**src/rtl/mips_alu_exec.sv**
```systemverilog
// Registered, handshaked MIPS ALU execute unit with a WIDTH-cycle shift-add multiplier.
// Optional signed-overflow flag is built when ALU_OVERFLOW_EN is defined.
module mips_alu_exec #(
  parameter int WIDTH = 32
) (
  input  logic             clk,
  input  logic             rst_n,
  input  logic             in_valid,
  output logic             in_ready,
  input  logic [3:0]       alu_control,
  input  logic [WIDTH-1:0] operand_a,
  input  logic [WIDTH-1:0] operand_b,
  output logic             out_valid,
  input  logic             out_ready,
  output logic [WIDTH-1:0] result,
  output logic             zero,
  output logic             illegal_op,
  output logic             overflow
);

  localparam int CNT_W = $clog2(WIDTH + 1);

  localparam logic [3:0] OP_AND = 4'b0000;
  localparam logic [3:0] OP_OR  = 4'b0001;
  localparam logic [3:0] OP_ADD = 4'b0010;
  localparam logic [3:0] OP_XOR = 4'b0011;
  localparam logic [3:0] OP_SUB = 4'b0110;
  localparam logic [3:0] OP_SLT = 4'b0111;
  localparam logic [3:0] OP_MUL = 4'b1000;
  localparam logic [3:0] OP_NOR = 4'b1100;

  typedef enum logic [1:0] {S_IDLE, S_MUL, S_DONE} state_t;

  state_t             state_q;
  logic [WIDTH-1:0]   result_q;
  logic               illegal_q;
  logic [WIDTH-1:0]   mcand_q;
  logic [WIDTH-1:0]   mplier_q;
  logic [WIDTH-1:0]   acc_q;
  logic [CNT_W-1:0]   count_q;

  logic               accept;
  logic [WIDTH-1:0]   sum;
  logic [WIDTH-1:0]   diff;
  logic [WIDTH-1:0]   alu_res_d;
  logic               alu_ill_d;

  assign in_ready  = (state_q == S_IDLE) || ((state_q == S_DONE) && out_ready);
  assign accept    = in_valid && in_ready;
  assign out_valid = (state_q == S_DONE);
  assign result    = result_q;
  assign zero      = (result_q == '0);
  assign illegal_op = illegal_q;

  assign sum  = operand_a + operand_b;
  assign diff = operand_a - operand_b;

  always_comb begin
    alu_res_d = '0;
    alu_ill_d = 1'b0;
    case (alu_control)
      OP_AND: alu_res_d = operand_a & operand_b;
      OP_OR:  alu_res_d = operand_a | operand_b;
      OP_ADD: alu_res_d = sum;
      OP_XOR: alu_res_d = operand_a ^ operand_b;
      OP_SUB: alu_res_d = diff;
      OP_SLT: alu_res_d[0] = ($signed(operand_a) < $signed(operand_b));
      OP_NOR: alu_res_d = ~(operand_a | operand_b);
      OP_MUL: alu_res_d = '0;
      default: alu_ill_d = 1'b1;
    endcase
  end

  always_ff @(posedge clk or negedge rst_n) begin
    if (!rst_n) begin
      state_q   <= S_IDLE;
      result_q  <= '0;
      illegal_q <= 1'b0;
      mcand_q   <= '0;
      mplier_q  <= '0;
      acc_q     <= '0;
      count_q   <= '0;
    end else if (accept) begin
      if (alu_control == OP_MUL) begin
        state_q  <= S_MUL;
        mcand_q  <= operand_a;
        mplier_q <= operand_b;
        acc_q    <= '0;
        count_q  <= '0;
      end else begin
        state_q   <= S_DONE;
        result_q  <= alu_res_d;
        illegal_q <= alu_ill_d;
      end
    end else begin
      case (state_q)
        S_MUL: begin
          // One extra cycle after the last step moves the product into result.
          if (count_q == CNT_W'(WIDTH)) begin
            state_q   <= S_DONE;
            result_q  <= acc_q;
            illegal_q <= 1'b0;
          end else begin
            if (mplier_q[0]) acc_q <= acc_q + mcand_q;
            mcand_q  <= mcand_q << 1;
            mplier_q <= mplier_q >> 1;
            count_q  <= count_q + 1'b1;
          end
        end
        S_DONE: if (out_ready) state_q <= S_IDLE;
        default: state_q <= S_IDLE;
      endcase
    end
  end

`ifdef ALU_OVERFLOW_EN
  logic ovf_q;
  logic alu_ovf_d;

  always_comb begin
    alu_ovf_d = 1'b0;
    if (alu_control == OP_ADD)
      alu_ovf_d = (operand_a[WIDTH-1] == operand_b[WIDTH-1]) && (sum[WIDTH-1] != operand_a[WIDTH-1]);
    else if (alu_control == OP_SUB)
      alu_ovf_d = (operand_a[WIDTH-1] != operand_b[WIDTH-1]) && (diff[WIDTH-1] != operand_a[WIDTH-1]);
  end

  always_ff @(posedge clk or negedge rst_n) begin
    if (!rst_n)      ovf_q <= 1'b0;
    else if (accept) ovf_q <= alu_ovf_d;
  end

  assign overflow = ovf_q;
`else
  assign overflow = 1'b0;
`endif

endmodule

```
**config.mk**
```make
export PLATFORM = sky130hd
export DESIGN_NAME = mips_alu_exec
export DESIGN_NICKNAME = d
export VERILOG_FILES = /design/src/rtl/mips_alu_exec.sv
export SDC_FILE = /design/constraint.sdc
export NUM_CORES = 1
export LEC_CHECK = 0
export BUFFER_PORTS_ARGS = -buffer_cell sky130_fd_sc_hd__buf_2
export CAP_MARGIN = 20
export CORE_UTILIZATION = 35
export DETAILED_ROUTE_END_ITERATION = 7
export PLACE_DENSITY_LB_ADDON = 0.1
export SLEW_MARGIN = 20
export SYNTH_ARGS = -nofsm -noshare
export SYNTH_HDL_FRONTEND = slang
export SYNTH_SLANG_ARGS = --single-unit
```
**constraint.sdc**
```tcl
create_clock -name clk -period 2.7 [get_ports clk]
set_clock_uncertainty 0.05 [all_clocks]
set_input_delay 0.27 -clock clk [delete_from_list [all_inputs] [get_ports clk]]
set_output_delay 0.27 -clock clk [all_outputs]
set_load 0.005 [all_outputs]
```
==> results of run 1 <==
==> final timing paths <==
| kind | from | endpoint | slack (ps) | cells past startpoint |
|---|---|---|---|---|
| worst min register to register | mplier_q[16] | mplier_q[16] | 430 | 2 |
| max in group asynchronous | rst_n | mplier_q[31] | 1620 | 3 |
| worst min-delay path | out_ready | state_q[1] | 40 | 3 |
| worst max register to register | mcand_q[13] | acc_q[30] | -160 | 11 |
| worst max-delay path | mcand_q[13] | acc_q[30] | -160 | 11 |
| min in group asynchronous | rst_n | mplier_q[8] | 290 | 2 |
==> stage by stage <==
step | hold WS [ps] | total power [mW] | area, um2
2_1_floorplan | -75.6 | 6.97 | 12900
3_3_place_gp | 209 | 9.70 | 16300
3_5_place_dp | 207 | 9.79 | 16300
4_1_cts | 20.2 | 12.8 | 17400
5_1_grt | 52.7 | 14.0 | 17800
6_report | 35.8 | 13.2 | 17800
==> layout by cell type (no fill, tap or decap), drive strengths merged, types with 8 or more instances in the layout <==
cell / synthesis / layout
a211oi: 18 / 18
inv: 104 / 105
o211ai: 11 / 11
nand2: 159 / 159
and3: 21 / 21
a221oi: 25 / 25
dfrtp: 137 / 137
a21o: 42 / 42
nand2b: 9 / 9
a31oi: 16 / 16
a221o: 11 / 11
nor3: 21 / 21
a22oi: 8 / 8
o21ai: 187 / 187
buf: 18 / 459
o22ai: 11 / 11
nand3: 61 / 61
nor2b: 11 / 11
clkbuf: 81 / 22
a21oi: 124 / 124
nor2: 112 / 112
xnor2: 23 / 23
nand4: 13 / 13
ha: 141 / 141
o21bai: 23 / 23
xor2: 14 / 14
mux2i: 71 / 71
nor4: 20 / 20
==> tightest hold or removal path, cell delays in order <==
cell and delay (ps):
buf_2 90, inv_1 60, a21o_1 100
==> cells by family (layout without fill, tap and decap cells) <==
| family | Yosys count | after routing | synth area share |
|---|---|---|---|
| simple gates | 466 | 466 | 0.173 |
| buf+inv | 203 | 596 | 0.0611 |
| compound gates | 547 | 547 | 0.276 |
| other cells | 1 | 1 | 0.000291 |
| xor+xnor | 37 | 37 | 0.0251 |
| mux | 73 | 73 | 0.0569 |
| flops | 137 | 137 | 0.266 |
| fa+ha+maj | 144 | 144 | 0.142 |
==> power by group <==
part	internal (mW)	switching [mW]
sequential	2.87	0.886
clock	1.55	1.07
combinational	3.29	3.49
==> per-layer routing <==
metal  wire length (um)  vias to the layer above
li1                   -                     6573
met1              25800                     6649
met2              23800                      389
met3               2440                       65
met4                862                        0
met5                  0                        -
==> cell type report <==
cell class / count / area share
Sequential cell: 137 / 0.193
Clock buffer: 22 / 0.0271
Tap cell: 461 / 0.0323
Timing Repair Buffer: 460 / 0.189
Multi-Input combinational cell: 1268 / 0.529
Inverter: 104 / 0.0227
Clock inverter: 10 / 0.00786
==> synthesized netlist by cell type, drive strengths merged (8+ instances only) <==
library cell	instances	area (um2)
a21oi	124	624
xor2	14	123
nand2b	9	56.3
nor2	112	420
nor4	20	159
nand3	61	305
nor3	21	110
inv	104	390
a31oi	16	121
a221oi	25	244
o21ai	187	951
nand2	159	597
a22oi	8	60.1
o22ai	11	68.8
mux2i	71	711
clkbuf	81	305
buf	18	91.3
a211oi	18	140
o21bai	23	180
dfrtp	137	3430
xnor2	23	201
nor2b	11	68.8
and3	21	136
ha	141	1760
a21o	42	315
nand4	13	81.3
a221o	11	110
o211ai	11	87.6
==> state kept, by name, summed over array words and instances (netlist names) <==
name        cells
acc_q          32
mcand_q        32
mplier_q       32
result         32
count_q         6
state_q         2
illegal_op      1
==> what timing repair did <==
item	in CTS	in global routing
hold endpoints to repair	49	0
resized for setup	66	77
buffers inserted	9	16
pin swaps	43	66
hold buffers	1	0
setup endpoints to repair	25	30
==> results by group, run 1 <==
Outcome
  – Status: complete, but fails checks
  – Failing checks: setup timing

Synth
  – EDFF count, synth: 0
  – Syn Nets: ~1800
  – Seq/Total Area, Yosys: 0.266
  – Synth warn: 0
  – Cells after Synth: between 1500 and 2000
  – Mapped Avg Cell Area: between 8 and 9 um2
  – Synthesized cell area: approximately 0.013 mm2
  – Flops & latches, synth: between 100 and 150
  – Share of synthesized flip-flops with an asynchronous set or reset: 1.00
  – Most used DFF post-synth: dfrtp_1
  – Synth unique cells: 90

Final layout
  – Fillers: between 3000 and 4000
  – Area of the multi-input gates: 0.00943 mm2
  – Non-Filler Instances: ~2500
  – Final Net Count: between 2000 and 2500
  – Register area: 0.00343 mm2
  – Post-Route Utilization: 0.497
  – # diodes: 0
  – Share of layout cells above drive strength 1: 0.317
  – Area Growth Syn to Fin: 38.4%

Floorplan
  – Die footprint: around 0.038 mm2
  – Initial Util: 0.359
  – Core area: ~0.036 mm2
  – Chip height: around 190 um
  – Core Rows: 69
  – Die span in x: between 150 and 200 um
  – I/O pin count: 109

Global routing
  – Vias in the first global route: 13400
  – Largest net degree at the start of global routing: 65
  – First-pass GRT wire length: a little over 80000 um
  – GRT Total Usage: 0.279
  – GR Layer Usage met1: 0.406
  – Initial antenna violation count: 2
  – Met2 usage: 0.436
  – Global routing's busiest layer: met2
  – Remaining Overflow, GRT: 0
  – Met3 Usage GRT: 0.0379

CTS
  – TritonCTS Buffers: 17
  – CTS Buffer Depth: 2
  – Root Buffer: clkbuf_16
  – Clock Sinks: roughly 140
  – H-tree Lvls: 4
  – CTS tree: yes
  – Clock Pin Slew Worst Setup and Hold Paths: 70 ps
  – Clock latency at the later pin of the worst-skew pair: ~460 ps

Timing
  – RSZ-0062 raised after global routing: yes
  – Highest Clock Rate: around 350 MHz
  – Tmin final: between 2000 and 3000 ps
  – Final Slew Violations: 0
  – Worst rel slew slack: 0.551
  – Final hold vios: 0
  – Least-Margin Pin Slew: roughly 670 ps
  – Worst setup margin: -159 ps
  – Tcrit/Tclk final: 1.06
  – Final TNS setup: -723 ps
  – Final setup fails: 7

Drt
  – Post-Route WL: 52900 um
  – Via-per-instance ratio: 5.55
  – Total vias in the final route: between 10000 and 15000
  – Iteration-0 DRC count of the detailed router: between 1000 and 1500
  – Drt wl/cell: ~21 um
  – DRT antenna net count: 0
  – DRC Markers: 0
  – Drt first pass iters: 6

Critical path
  – Crit. End Element: flop
  – CP bufs+invs: 1
  – Slowest cell on crit path: dfrtp_2
  – CP cell instances: ha_4 -> nand4_1 -> or3_1 -> o211ai_1 -> a31oi_1 -> buf_4 -> a21oi_4 -> a21oi_2 -> a211oi_2 -> mux2i_1 -> nand3_1
  – Crit path required time: 3000 ps
  – Crit path max fanout: 3
  – Critical path launch point type: flop
  – Critical path data arrival time: 3160 ps
  – Crit path max-delay family: compound AO/OA/AOI/OAI gates
  – Slowest stage delay, CP: roughly 460 ps
  – WS Path Type: flop to flop

Placed design
  – Placed insts: 2406
  – Place WS: -747 ps
  – PortBufs: about 110
  – GPL Wtd Cong: 0.964
  – Post-DP HPWL: between 30000 and 40000 um

Power
  – Pwr/cell area: 738 mW/mm2
  – Leak: between 8 and 9 nW
  – Peak VDD IR: around 0.00051 V

Run
  – Max Cap Violations: 0

Worst hold path
  – Tightest Hold Check Type: input pin to flop
Note: power is estimated with default switching activity, not from simulation.
==> run 2: changes to the inputs <==
CORE_ASPECT_RATIO = 0.8   (was not set)
CORE_MARGIN = 2   (was not set)
TNS_END_PERCENT = 100   (was not set)
==> results by group, run 2 (same netlist as run 1, synthesis figures left out) <==
Run
  – Max Cap Violations: 0 (unchanged)

Critical path
  – WS Path Type: flop to flop
  – Critical path launch point type: flop
  – Crit path required time: 2990 ps (about the same)
  – R2r endpoint: acc_q[28]
  – Setup crit start: acc_q[0]
  – R2R depth: 13 (+2)
  – Worst r2r src: acc_q[0]
  – Critical path data arrival time: 3050 ps (-110 ps)
  – R2r setup slk: -70 ps (+90 ps)
  – Crit path to: acc_q[28]
  – Crit. End Element: flop
  – Crit path max fanout: 4 (+1)

Timing
  – Tmin final: 2770 ps (-93.8 ps)
  – Worst rel slew slack: 0.539 (-0.0119)
  – Worst setup margin: -65.5 ps (+93.8 ps)
  – Final Slew Violations: 0 (unchanged)
  – Least-Margin Pin Slew: 686 ps (+12.2 ps)
  – RSZ-0062 raised after global routing: yes
  – Final hold vios: 0 (unchanged)
  – Highest Clock Rate: 362 MHz (+3.4%)
  – Final setup fails: 5 (-2)
  – Tcrit/Tclk final: 1.02 (-0.0347)

Floorplan
  – I/O pin count: 109 (unchanged)
  – Core Rows: 62 (-10%)
  – Die footprint: 0.0384 mm2 (+2.1%)
  – Core area: 0.0361 mm2 (+0.44%)
  – Die span in x: 219 um (+13%)
  – Chip height: 176 um (-9.4%)
  – Initial Util: 0.357 (-0.00157)

Power
  – NetSw: 5.43 mW (-0.29%)
  – Seq pwr share: 0.286 (about the same)
  – Sw Ratio: 0.423 (+0.00960)
  – Pwr/cell area: 720 mW/mm2 (-2.5%)
  – Comb pwr share: 0.517 (+0.002)
  – Clock Power Share: 0.197 (-0.003)
  – Int Pwr: 7.40 mW (-4.1%)
  – Leak: 8.75 nW (+0.16%)
  – Peak VDD IR: 0.000615 V (+22%)

Drt
  – DRC Markers: 0 (unchanged)
  – Post-Route WL: 53000 um (+0.26%)
  – Drt first pass iters: 5 (-1)
  – Total vias in the final route: 13800 (+0.83%)
  – Via-per-instance ratio: 5.56 (about the same)
  – DRT antenna net count: 0 (unchanged)
  – Drt wl/cell: 21.4 um (-0.55%)
  – Iteration-0 DRC count of the detailed router: 1011 (-11%)

Worst hold path
  – Min-delay src: operand_b[29]
  – Tightest Hold Check Type: input pin to flop

Global routing
  – Largest net degree at the start of global routing: 68 (+4.6%)
  – Initial antenna violation count: 2 (unchanged)
  – Vias in the first global route: 12900 (-3.8%)
  – First-pass GRT wire length: 79200 um (-1.7%)
  – Remaining Overflow, GRT: 0 (unchanged)
  – GRT Total Usage: 0.275 (-0.00386)

CTS
  – Clock Sinks: 137 (unchanged)
  – Clock latency at the later pin of the worst-skew pair: 470 ps (about the same)
  – CTS tree: yes
  – Clock Pin Slew Worst Setup and Hold Paths: 70 ps (about the same)
  – H-tree Lvls: 4 (unchanged)
  – CTS Buffer Depth: 2 (unchanged)
  – Root Buffer: clkbuf_16
  – TritonCTS Buffers: 17 (unchanged)

Placed design
  – Place WS: -800 ps (-53.2 ps)
  – PortBufs: 107 (unchanged)
  – Post-DP HPWL: 40900 um (+2.4%)
  – GPL Wtd Cong: 0.912 (-5.4%)

Outcome
  – Failing checks: setup timing
  – Status: complete, but fails checks

Final layout
  – Fillers: 3579 (+2.3%)
  – Post-Route Utilization: 0.494 (-0.00266)
  – Area Growth Syn to Fin: 38.2% (about the same)
  – Most common cell after layout, fill and taps aside: buf_4
  – Share of layout cells above drive strength 1: 0.312 (-0.00534)
  – Most frequent cells in the layout: buf_4, nand2_1, o21ai_0
  – Final Net Count: 2203 (-0.045%)
-- run 2: cell count changes in the layout (fill, tap and decap cells not counted), sizes merged --
| cell | delta |
|---|---|
| buf | -3 |
| bufinv | -2 |
| clkbuf | -3 |
| clkinv | -1 |
| clkinvlp | -2 |
| diode | +2 |
| inv | +10 |
-- run 2: critical path: stages (launching register included) --
cell	delay, ps
dfrtp_1	390
ha_2	210
fa_2	360
a211oi_2	210
o21ai_2	90
o21ai_2	80
o211ai_1	110
buf_4	170
a31oi_4	200
a21oi_4	110
a211o_1	290
a21oi_2	140
xor2_1	160
o21ai_1	70
-- run 2: layer usage --
metal,track usage,share of wire
met2,0.390,0.41
met1,0.425,0.51
met3,0.0575,0.074
met5,0,0
met4,0.0502,0.010
-- run 2: how the worst min path moves through the flow --
stage / endpoint / cells after the start
floorplan: acc_q[0] / 0
global placement: mplier_q[11] / 1
detailed placement: mplier_q[10] / 1
CTS: mplier_q[29] / 3
global route: state_q[1] / 3
finish: mplier_q[29] / 3
-- run 2: stage by stage --
step	TNS [ps]	power, mW	instance area (um2)	hold WS (ps)	std cells
final	-202	12.8	17800	87.4	2482
after global routing	-1230	13.8	17800	79.8	2482
after CTS	-298	12.5	17300	75.6	2469
after detailed placement	-14700	9.63	16400	280	2428
after global placement	-13900	9.54	16400	287	2428
after floorplan	-390	6.97	12900	-75.6	1608
-- run 2: what timing repair did --
action | in CTS | in global routing
endpoints found under the setup margin | 26 | 28
setup buffers | 9 | 11
resized for setup | 53 | 89
hold buffers | 1 | 0
pin swaps | 34 | 57
hold endpoints to repair | 58 | 0
-- run 2: area by class of cell --
cell class | instances | area (um2) | area share
multi-input combinational | 1268 | 9370 | 0.526
sequential | 137 | 3430 | 0.192
clock inverter | 15 | 171 | 0.00962
timing repair buffer | 459 | 3410 | 0.191
tap | 480 | 601 | 0.0337
clock buffer | 17 | 425 | 0.0239
antenna | 2 | 5.00 | 0.000281
inverter | 104 | 413 | 0.0232
-- run 2: power by group through the flow --
stage | clock, mW | sequential (mW) | combinational [mW]
after floorplan | 0 | 3.38 | 3.59
after global placement | 0 | 3.62 | 5.92
after detailed placement | 0 | 3.64 | 5.99
after CTS | 2.57 | 3.61 | 6.31
after global routing | 2.66 | 3.77 | 7.33
final | 2.52 | 3.67 | 6.63
==> run 3: changes to the inputs <==
ABC_AREA = 1   (was not set)
==> results by group, run 3 <==
Synth
  – Mapped Avg Cell Area: 6.26 um2 (-22%)
  – Cells after Synth: 2350 (+46%)
  – Most used DFF post-synth: dfrtp_1
  – Most numerous cell in the Yosys netlist: nand2_1
  – Share of synthesized flip-flops with an asynchronous set or reset: 1.00 (unchanged)
  – Leading area contributor after synthesis: dfrtp_1
  – Synth warn: 0 (unchanged)
  – Synth unique cells: 58 (-36%)
  – Syn Nets: 2566 (+41%)
  – Post-synth top cells: nand2_1, inv_1, nor2_1, nand3_1, ha_1
  – EDFF count, synth: 0 (unchanged)
  – Proportion of synthesized area in mux cells: 0 (-0.0569)
  – Post-Synth Adder-Cell Area: 0.124 (-0.0174)
  – Post-synthesis simple-gate area fraction: 0.340 (+0.167)
  – Top cell type's share of synthesized area: 0.233 (-0.0328)
  – Ranking of synthesized cells by area: dfrtp_1, nand2_1, ha_1, inv_1, nand3_1
  – Post-synthesis compound-gate area fraction: 0.172 (-0.104)
  – Post-Synth XOR/XNOR Area: 0.00417 (-0.0210)
  – Seq/Total Area, Yosys: 0.233 (-0.0328)
  – Combinational family with the most area after synthesis: simple AND/OR/NAND/NOR gates
  – Synthesized cell area: 0.0147 mm2 (+14%)
  – Flops & latches, synth: 137 (unchanged)

Final layout
  – Non-Filler Instances: 3037 (+22%)
  – Final Cell Area: 0.0168 mm2 (-5.8%)
  – # diodes: 0 (-2)
  – Share of layout cells above drive strength 1: 0.127 (-0.185)
  – Final Net Count: 2688 (+22%)
  – Area Growth Syn to Fin: 14.2%
  – Most frequent cells in the layout: nand2_1, inv_1, nor2_1
  – Post-Route Utilization: 0.403 (-0.0909)
  – Most common cell after layout, fill and taps aside: nand2_1

Global routing
  – GRT Total Usage: 0.279 (+0.00365)
  – Remaining Overflow, GRT: 0 (unchanged)
  – Largest net degree at the start of global routing: 93 (+37%)
  – First-pass GRT wire length: 91400 um (+15%)
  – Initial antenna violation count: 2 (unchanged)
  – Vias in the first global route: 14700 (+14%)

Worst hold path
  – Hold path cells: 4 (+1)
  – Tightest Hold Check Type: input pin to flop

Floorplan
  – I/O pin count: 109 (unchanged)
  – Initial Util: 0.353 (-0.00448)
  – Chip height: 187 um (+6.6%)
  – Die footprint: 0.0437 mm2 (+14%)
  – Core area: 0.0417 mm2 (+16%)
  – Core Rows: 67 (+8.1%)
  – Die span in x: 233 um (+6.7%)

Drt
  – Total vias in the final route: 15700 (+14%)
  – Via-per-instance ratio: 5.17 (-7.0%)
  – DRT antenna net count: 0 (unchanged)
  – DRC Markers: 0 (unchanged)
  – Drt wl/cell: 20.0 um (-6.5%)
  – Drt first pass iters: 6 (+1)
  – Iteration-0 DRC count of the detailed router: 1484 (+47%)
  – Post-Route WL: 60700 um (+14%)

Placed design
  – Placed insts: 3004 (+24%)
  – PortBufs: 107 (unchanged)
  – GPL Wtd Cong: 0.964 (+5.7%)
  – Post-DP HPWL: 48800 um (+19%)
  – Place WS: -134 ps (+666 ps)
  – Area after DPL: 0.0161 mm2 (-1.4%)

CTS
  – H-tree Lvls: 4 (unchanged)
  – CTS tree: yes
  – Root Buffer: clkbuf_16
  – TritonCTS Buffers: 17 (unchanged)
  – CTS Buffer Depth: 2 (unchanged)
  – Postcts setup bufs: 0 (-9)
  – Clock Pin Slew Worst Setup and Hold Paths: 80 ps (about the same)
  – Clock Sinks: 137 (unchanged)
  – Clock latency at the later pin of the worst-skew pair: 460 ps (about the same)

Timing
  – Worst rel slew slack: 0.535 (-0.00376)
  – Final setup fails: 0 (-5)
  – RSZ-0062 raised after global routing: no
  – Final Slew Violations: 0 (unchanged)
  – Tmin final: 2580 ps (-183 ps)
  – Final TNS setup: 0 ps (+202 ps)
  – Final hold vios: 0 (unchanged)
  – Worst hold slack: 38.0 ps (-49.5 ps)
  – Highest Clock Rate: 387 MHz (+7.1%)
  – Least-Margin Pin Slew: 698 ps (+12.0 ps)
  – Tcrit/Tclk final: 0.956 (-0.0678)
  – Worst setup margin: 117 ps (+183 ps)

Critical path
  – WS Path Type: flop to output port
  – Crit path max fanout: 3 (-1)
  – R2R depth: 12 (-1)
  – Crit. End Element: output port
  – Critical path data arrival time: 2260 ps (-790 ps)
  – Critical path launch point type: flop
  – Crit path required time: 2380 ps (-610 ps)

Power
  – Sw Ratio: 0.478 (+0.0551)
  – Peak VDD IR: 0.000550 V (-11%)
  – Seq pwr share: 0.287 (about the same)
  – Comb pwr share: 0.519 (+0.002)
  – Leak: 8.98 nW (+2.7%)
  – Total Power: 13.5 mW (+5.1%)
  – Int Pwr: 7.03 mW (-4.9%)
  – Clock Power Share: 0.195 (-0.002)
  – NetSw: 6.45 mW (+19%)
  – Pwr/cell area: 803 mW/mm2 (+12%)

Run
  – Max Cap Violations: 0 (unchanged)

Outcome
  – Status: finished, final reports clean
-- run 3: cell types whose count changed after synthesis, sizes merged, moves of 20 or more --
| cell | previous run | this run |
|---|---|---|
| mux2i | 71 | 0 |
| nor2 | 112 | 214 |
| buf | 18 | 68 |
| a21o | 42 | 4 |
| xnor2 | 23 | 3 |
| a31oi | 16 | 63 |
| nand2 | 159 | 746 |
| nand3 | 61 | 158 |
| inv | 104 | 367 |
| a21oi | 124 | 147 |
| and3 | 21 | 1 |
| o21ai | 187 | 96 |
| clkbuf | 81 | 18 |
-- run 3: layout make-up --
type | instances | area, um2
sequential | 137 | 3430
clock inverter | 14 | 194
clock buffer | 18 | 429
tap | 552 | 691
inverter | 371 | 1400
timing repair buffer | 189 | 1220
multi-input combinational | 1756 | 9430
fill | 4583 | 24900
-- run 3: worst max-delay path, stage by stage, from the launching register on --
cell and delay (ps):
dfrtp_1 440, nor4_2 470, nand4_1 400, nor4_2 320, buf_2 180
-- run 3: logic make-up (layout without fill, tap and decap cells) --
group	after synthesis	in the layout
fa+ha+maj	144	144
flops	137	137
simple gates	1191	1191
compound gates	413	413
other cells	1	1
buf+inv	457	592
xor+xnor	7	7
-- run 3: final timing paths --
kind / startpoint / end / slack [ps]
hold reg to reg: count_q[5] / count_q[5] / 410
hold / removal: out_ready / state_q[1] / 40
setup reg to reg: mcand_q[0] / acc_q[24] / 140
min in group asynchronous: rst_n / mplier_q[3] / 260
setup / recovery: result[17] / zero / 120
max in group asynchronous: rst_n / acc_q[27] / 1580
-- run 3: layer usage --
| layer | global-route usage | vias up | wire, um |
|---|---|---|---|
| met5 | 0 | - | 24 |
| met4 | 0.0742 | 4 | 1380 |
| met3 | 0.0457 | 64 | 4220 |
| met2 | 0.417 | 538 | 25800 |
| met1 | 0.410 | 7298 | 29300 |
| li1 | - | 7784 | - |
-- run 3: repair_timing --
item,CTS,global route
hold buffers,1,0
endpoints found under the setup margin,1,3
resized for setup,2,1
endpoints found under the hold margin,40,0
gates cloned,0,0
-- run 3: power by group through the flow --
stage / Combinational (mW) / Clock (mW) / Sequential [mW]
after CTS: 6.89 / 2.68 / 3.86
after floorplan: 4.85 / 0 / 3.57
after detailed placement: 6.85 / 0 / 3.88
after global routing: 7.94 / 2.75 / 3.98
final: 6.99 / 2.62 / 3.86
after global placement: 6.83 / 0 / 3.87
